## config.mk

```make
export PLATFORM = sky130hd
export DESIGN_NAME = bmult_pipe
export DESIGN_NICKNAME = d
export VERILOG_FILES = /design/src/rtl/bmult_pipe.sv
export SDC_FILE = /design/constraint.sdc
export NUM_CORES = 2
export LEC_CHECK = 0
export CAP_MARGIN = 20
export CORE_MARGIN = 3
export CORE_UTILIZATION = 45
export DETAILED_ROUTE_END_ITERATION = 6
export HOLD_SLACK_MARGIN = 0.05
export PLACE_DENSITY = 0.76
export SLEW_MARGIN = 10
export SYNTH_ARGS = -nofsm -noshare
export SYNTH_HDL_FRONTEND = slang
export SYNTH_SLANG_ARGS = --single-unit
```

## constraint.sdc

```tcl
create_clock -name clk -period 15.9 [get_ports clk]
set_input_delay 3.18 -clock clk [delete_from_list [all_inputs] [get_ports clk]]
set_output_delay 3.18 -clock clk [all_outputs]
set_load 0.01 [all_outputs]
```

## src/rtl/bmult_pipe.sv

```systemverilog
// Pipelined WA x WB multiplier with Baugh-Wooley partial products, carry-save
// compression spread over the middle registers, and an accumulating P register.
module bmult_pipe #(
    parameter int WA     = 30,
    parameter int WB     = 30,
    parameter int STAGES = 3,
    parameter int ACC_W  = WA + WB
) (
    input  logic             clk,
    input  logic             rst,
    input  logic             in_valid,
    output logic             in_ready,
    input  logic [WA-1:0]    A,
    input  logic [WB-1:0]    B,
    input  logic             sgn_a,
    input  logic             sgn_b,
    input  logic             acc,
    output logic             out_valid,
    input  logic             out_ready,
    output logic [ACC_W-1:0] P
);

    localparam int NA    = WA + 1;
    localparam int NB    = WB + 1;
    localparam int PW    = NA + NB;
    localparam int NROWS = NB + 1;
    localparam int NS    = STAGES - 2;
    localparam int OPS   = (NS > 0) ? NS : 1;

    localparam logic [NA-1:0] LOW_MASK = {1'b0, {(NA-1){1'b1}}};
    localparam logic [NA-1:0] TOP_MASK = {1'b1, {(NA-1){1'b0}}};
    localparam logic [PW-1:0] BW_CONST = (PW'(1) << (NA - 1)) + (PW'(1) << (NB - 1))
                                       + (PW'(1) << (PW - 1));

    logic             adv;
    logic             accept;
    logic [WA-1:0]    opA_q  [0:OPS-1];
    logic [WB-1:0]    opB_q  [0:OPS-1];
    logic             sgnA_q [0:OPS-1];
    logic             sgnB_q [0:OPS-1];
    logic             acc_q  [0:NS];
    logic             valid_q[0:NS];
    logic             pValid_q;
    logic [ACC_W-1:0] p_q;
    logic [ACC_W-1:0] p_d;
    logic [PW-1:0]    finSum;
    logic [PW-1:0]    finCarry;
    logic [PW-1:0]    prodFull;
    logic [ACC_W-1:0] prodExt;

    // Operands are widened by one bit (sign or zero) so every mode becomes a
    // signed NA x NB product; row NB carries the Baugh-Wooley correction constant.
    function automatic logic [PW-1:0] ppRow(input logic [WA-1:0] a, input logic [WB-1:0] b,
                                            input logic sa, input logic sb, input int r);
        logic [NA-1:0] ax;
        logic [NB-1:0] bx;
        logic [NB-1:0] bsh;
        logic [NA-1:0] term;
        logic [PW-1:0] row;
        ax   = {sa & a[WA-1], a};
        bx   = {sb & b[WB-1], b};
        bsh  = bx >> r;
        term = (ax & {NA{bsh[0]}}) ^ ((r == NB - 1) ? LOW_MASK : TOP_MASK);
        if (r >= NB) begin
            row = BW_CONST;
        end else begin
            row = PW'(term) << r;
        end
        return row;
    endfunction

    function automatic logic [2*PW-1:0] csaRows(input logic [PW-1:0] s0, input logic [PW-1:0] c0,
                                                input logic [WA-1:0] a, input logic [WB-1:0] b,
                                                input logic sa, input logic sb,
                                                input int lo, input int hi);
        logic [PW-1:0] s;
        logic [PW-1:0] c;
        logic [PW-1:0] x;
        logic [PW-1:0] t;
        s = s0;
        c = c0;
        for (int r = 0; r < NROWS; r++) begin
            if (r >= lo && r < hi) begin
                x = ppRow(a, b, sa, sb, r);
                t = s ^ c ^ x;
                c = ((s & c) | (s & x) | (c & x)) << 1;
                s = t;
            end
        end
        return {s, c};
    endfunction

    assign adv      = !pValid_q || out_ready;
    assign in_ready = adv;
    assign accept   = in_valid && adv;

    always_ff @(posedge clk) begin
        if (rst) begin
            for (int k = 0; k <= NS; k++) valid_q[k] <= 1'b0;
        end else if (adv) begin
            valid_q[0] <= accept;
            for (int k = 1; k <= NS; k++) valid_q[k] <= valid_q[k-1];
        end
    end

    // Data registers need no reset: nothing downstream uses them unless the valid bit is set.
    always_ff @(posedge clk) begin
        if (adv) begin
            opA_q[0]  <= A;
            opB_q[0]  <= B;
            sgnA_q[0] <= sgn_a;
            sgnB_q[0] <= sgn_b;
            acc_q[0]  <= acc;
            for (int k = 1; k < OPS; k++) begin
                opA_q[k]  <= opA_q[k-1];
                opB_q[k]  <= opB_q[k-1];
                sgnA_q[k] <= sgnA_q[k-1];
                sgnB_q[k] <= sgnB_q[k-1];
            end
            for (int k = 1; k <= NS; k++) acc_q[k] <= acc_q[k-1];
        end
    end

    if (NS > 0) begin : g_comp
        logic [PW-1:0] sum_q   [1:NS];
        logic [PW-1:0] carry_q [1:NS];

        for (genvar k = 1; k <= NS; k++) begin : g_seg
            localparam int LO = (k - 1) * NROWS / NS;
            localparam int HI = k * NROWS / NS;
            logic [PW-1:0]   inSum;
            logic [PW-1:0]   inCarry;
            logic [2*PW-1:0] res;

            if (k == 1) begin : g_first
                assign inSum   = '0;
                assign inCarry = '0;
            end else begin : g_next
                assign inSum   = sum_q[k-1];
                assign inCarry = carry_q[k-1];
            end

            assign res = csaRows(inSum, inCarry, opA_q[k-1], opB_q[k-1],
                                 sgnA_q[k-1], sgnB_q[k-1], LO, HI);

            always_ff @(posedge clk) begin
                if (adv) begin
                    sum_q[k]   <= res[2*PW-1:PW];
                    carry_q[k] <= res[PW-1:0];
                end
            end
        end

        assign finSum   = sum_q[NS];
        assign finCarry = carry_q[NS];
    end else begin : g_direct
        logic [2*PW-1:0] res;
        assign res      = csaRows('0, '0, opA_q[0], opB_q[0], sgnA_q[0], sgnB_q[0], 0, NROWS);
        assign finSum   = res[2*PW-1:PW];
        assign finCarry = res[PW-1:0];
    end

    // The PW-bit signed result is exact, so sign-extending it gives the product modulo 2^ACC_W.
    assign prodFull = finSum + finCarry;
    assign prodExt  = ACC_W'($signed(prodFull));
    assign p_d      = (acc_q[NS] ? p_q : '0) + prodExt;

    always_ff @(posedge clk) begin
        if (rst) begin
            p_q      <= '0;
            pValid_q <= 1'b0;
        end else if (adv) begin
            pValid_q <= valid_q[NS];
            if (valid_q[NS]) p_q <= p_d;
        end
    end

    assign out_valid = pValid_q;
    assign P         = p_q;

endmodule

```

==> out/metrics.csv <==
metric,value,unit
status,completed,
cell area after synthesis,0.03623,sq mm
number of CTS-inserted buffers,27,
clk sink count,215,
area of the multi-input gates,0.02843,sq mm
WP data required,16.26,ns
max incr delay on CP,0.52,ns
Worst Setup SP,opA_q[0][29]$_DFFE_PN_,
Worst path slowest cell,fa_1,
1st-iter DRT viols,941,
"Primary FF master, synth",edfxtp_1,
P&R area growth vs syn,8.600,%
via count,23240,
Reg area,0.005846,sq mm
Worst-Skew Late Latency,0.59,ns
IO Pins,129,
min Tclk post-route,15.42,ns
hold path startpoint,acc_q[0][0]$_DFFE_PN_,
Syn Inst Count,3394,
via/cell ratio,5.249,
H-tree depth,1,
Tightest Pin Transition,1.140,ns
CP Max Fanout,59,
Slew Limit Fails,0,
Avg Inst Size Synth,10.67,sq um
post-synthesis adder-cell area fraction,54.68,%
Hold Crit Class,flop to flop,
row count,103,
Synth Area in Simple Gates,17.60,%
"EDFF count, synth",154,
wire per inst,15.89,microns
cell mode on critical path,fa_1,
"flops & latches, synth",215,
Detailed Place HPWL,57.60,mm
Starting Density,45.63,%
total instance count after detailed placement,4360,
die footprint,0.08394,sq mm
Synth warnings,0,
CTS tree,built,
Worst Clk Skew,0.03892,ns
synth unique cells,71,
Worst slew margin,23.97,%
fraction of layout cells with a size suffix above 1,3.228,%
register area share after synthesis,16.14,%
clk slew on worst S/H paths,0.07,ns
share of the synthesized area in the top cell type,49.57,%
crit path kind,flop to flop,
Placer Congestion,0.8911,
vias in the first global route,24930,
First-pass DRT Iterations,5,
fin crit share,96.99,%
Hold WS,0.4230,ns
Post-Route WL,70.36,mm
Residual DRC,0,
# diodes,0,
fillers,7178,
CP Launch Type,flop,
pin count of the biggest net entering global routing,63,
Compound-Gate Fraction of Synth Area,4.860,%
Post-Layout Cell Count,4427,
Final Hold Viols,0,
xor and xnor area share after synthesis,1.257,%
Area contributors post-synth,"fa_1, edfxtp_1, and2_1",
initial antenna violation count,0,
final setup vio count,0,
Post-synth ARST share,0,%
CP Capture Type,flop,
chip width,289.7,microns
buffers added on ports,128,
GRT Util Overall,17.47,%
GR Overflow Total,0,
mux share of post-synthesis cell area,0.08980,%
Max-Cap Viols,0,
TNS Setup,0,ns
crit path DAT,15.78,ns
Core Area,0.07939,sq mm
RSZ-0062 raised after global routing,false,
Die Y,289.7,microns
first-pass GRT wire length,121.6,mm
CTS Buffer Depth,3,
final net count,4469,
final antenna-violating net count,0,
Post-Syn Nets,4506,
Fmax achieved,64.84,MHz
leading area contributor after synthesis,fa_1,
largest family of logic cells by synthesized area,adder cells,
hold buffers post-CTS,0,
Critical R2R Launch,opA_q[0][29]$_DFFE_PN_,
Root Buffer,clkbuf_16,
-- kinds of logic (layout without fill, tap and decap cells) --
logic type | count (synthesis) | count (layout)
xor gates and xnor gates | 52 | 52
AOI/OAI and AO/OA | 281 | 281
and+or+nand+nor | 1285 | 1285
buffers and inverters | 513 | 496
muxes | 3 | 3
DFF | 215 | 215
adders and majority gates | 1045 | 1045
-- registers in the layout (all words and copies together) (netlist names) --
register	count
g_comp.carry_q	28
sgnB_q	1
valid_q	2
opB_q	30
out_valid	1
g_comp.sum_q	60
acc_q	2
P	60
opA_q	30
sgnA_q	1
-- area by class of cell --
type	instances	share of cell area, %
multi-input combinational	2666	72.28
sequential	215	14.86
timing repair buffer	175	4.577
tap	1050	3.339
inverter	272	2.608
clock buffer	29	1.762
clock inverter	20	0.5788
-- cells in the mapped netlist, types with 33 or more instances --
library cell,number
fa_1,897
nand2_1,622
and2_1,499
inv_1,272
clkbuf_1,227
edfxtp_1,154
ha_1,148
a21oi_1,90
o21ai_0,68
dfxtp_1,61
nor2_1,46
a21o_1,35
and3_1,35
xnor2_1,33
-- worst max-delay path: cells and delay by family (launching register included) --
kind	cells	cell delay, ns
adder cells (fa/ha/maj)	31	14.14
buffers and inverters	7	0.47
flip-flops	1	0.41
AND/OR/NAND/NOR	1	0.17
-- layer usage --
metal  vias up  wire [microns]  global-route usage, %
met4         0            1100                  2.645
met1     12360           31400                  24.20
met2       309           35620                  30.51
li1      10500               -                      -
met3        69            2226                  1.812
met5         -               0                      0
-- worst paths after layout --
kind                                   endpoint  slack [ns]  cells past startpoint
hold / removal            acc_q[0][1]$_DFFE_PN_        0.42                      0
hold reg to reg           acc_q[0][1]$_DFFE_PN_        0.42                      0
setup reg to reg  g_comp.sum_q[1][31]$_DFFE_PN_        0.48                     39
setup / recovery  g_comp.sum_q[1][31]$_DFFE_PN_        0.48                     39
-- timing repair --
item                                    in CTS  in global routing
setup buffers                                0                  6
endpoints found under the setup margin       0                  3
gates resized for setup                      0                  1
-- placed cells by master, fill, tap and decap left out, types with 13 or more instances in the layout --
master	count
edfxtp_1	154
nor3_1	13
xnor2_1	33
and3_1	35
dfxtp_1	61
o21ai_0	68
nand2_1	622
fa_1	897
ha_1	148
a21o_1	35
buf_4	30
nand3_1	20
xor2_1	19
and2_1	499
a21oi_1	90
o21bai_1	13
clkdlybuf4s50_1	128
a31oi_1	13
inv_1	271
clkbuf_16	30
nand4_1	20
nor2_1	45
-- metrics by stage --
step | setup WS (ns) | cell area (sq um) | util [%]
after global routing | 0.01777 | 39340 | 49.56
after detailed placement | 0.3300 | 38150 | 48.06
after global placement | 0.4751 | 38120 | 48.02
after floorplan | 0.8042 | 36230 | -
after CTS | 0.3512 | 39070 | 49.22
final | 0.4785 | 39340 | 49.56
Power is left out: the tool's default activity adds up to more than one toggle a clock period on the data nets, which glitch-free logic cannot reach.
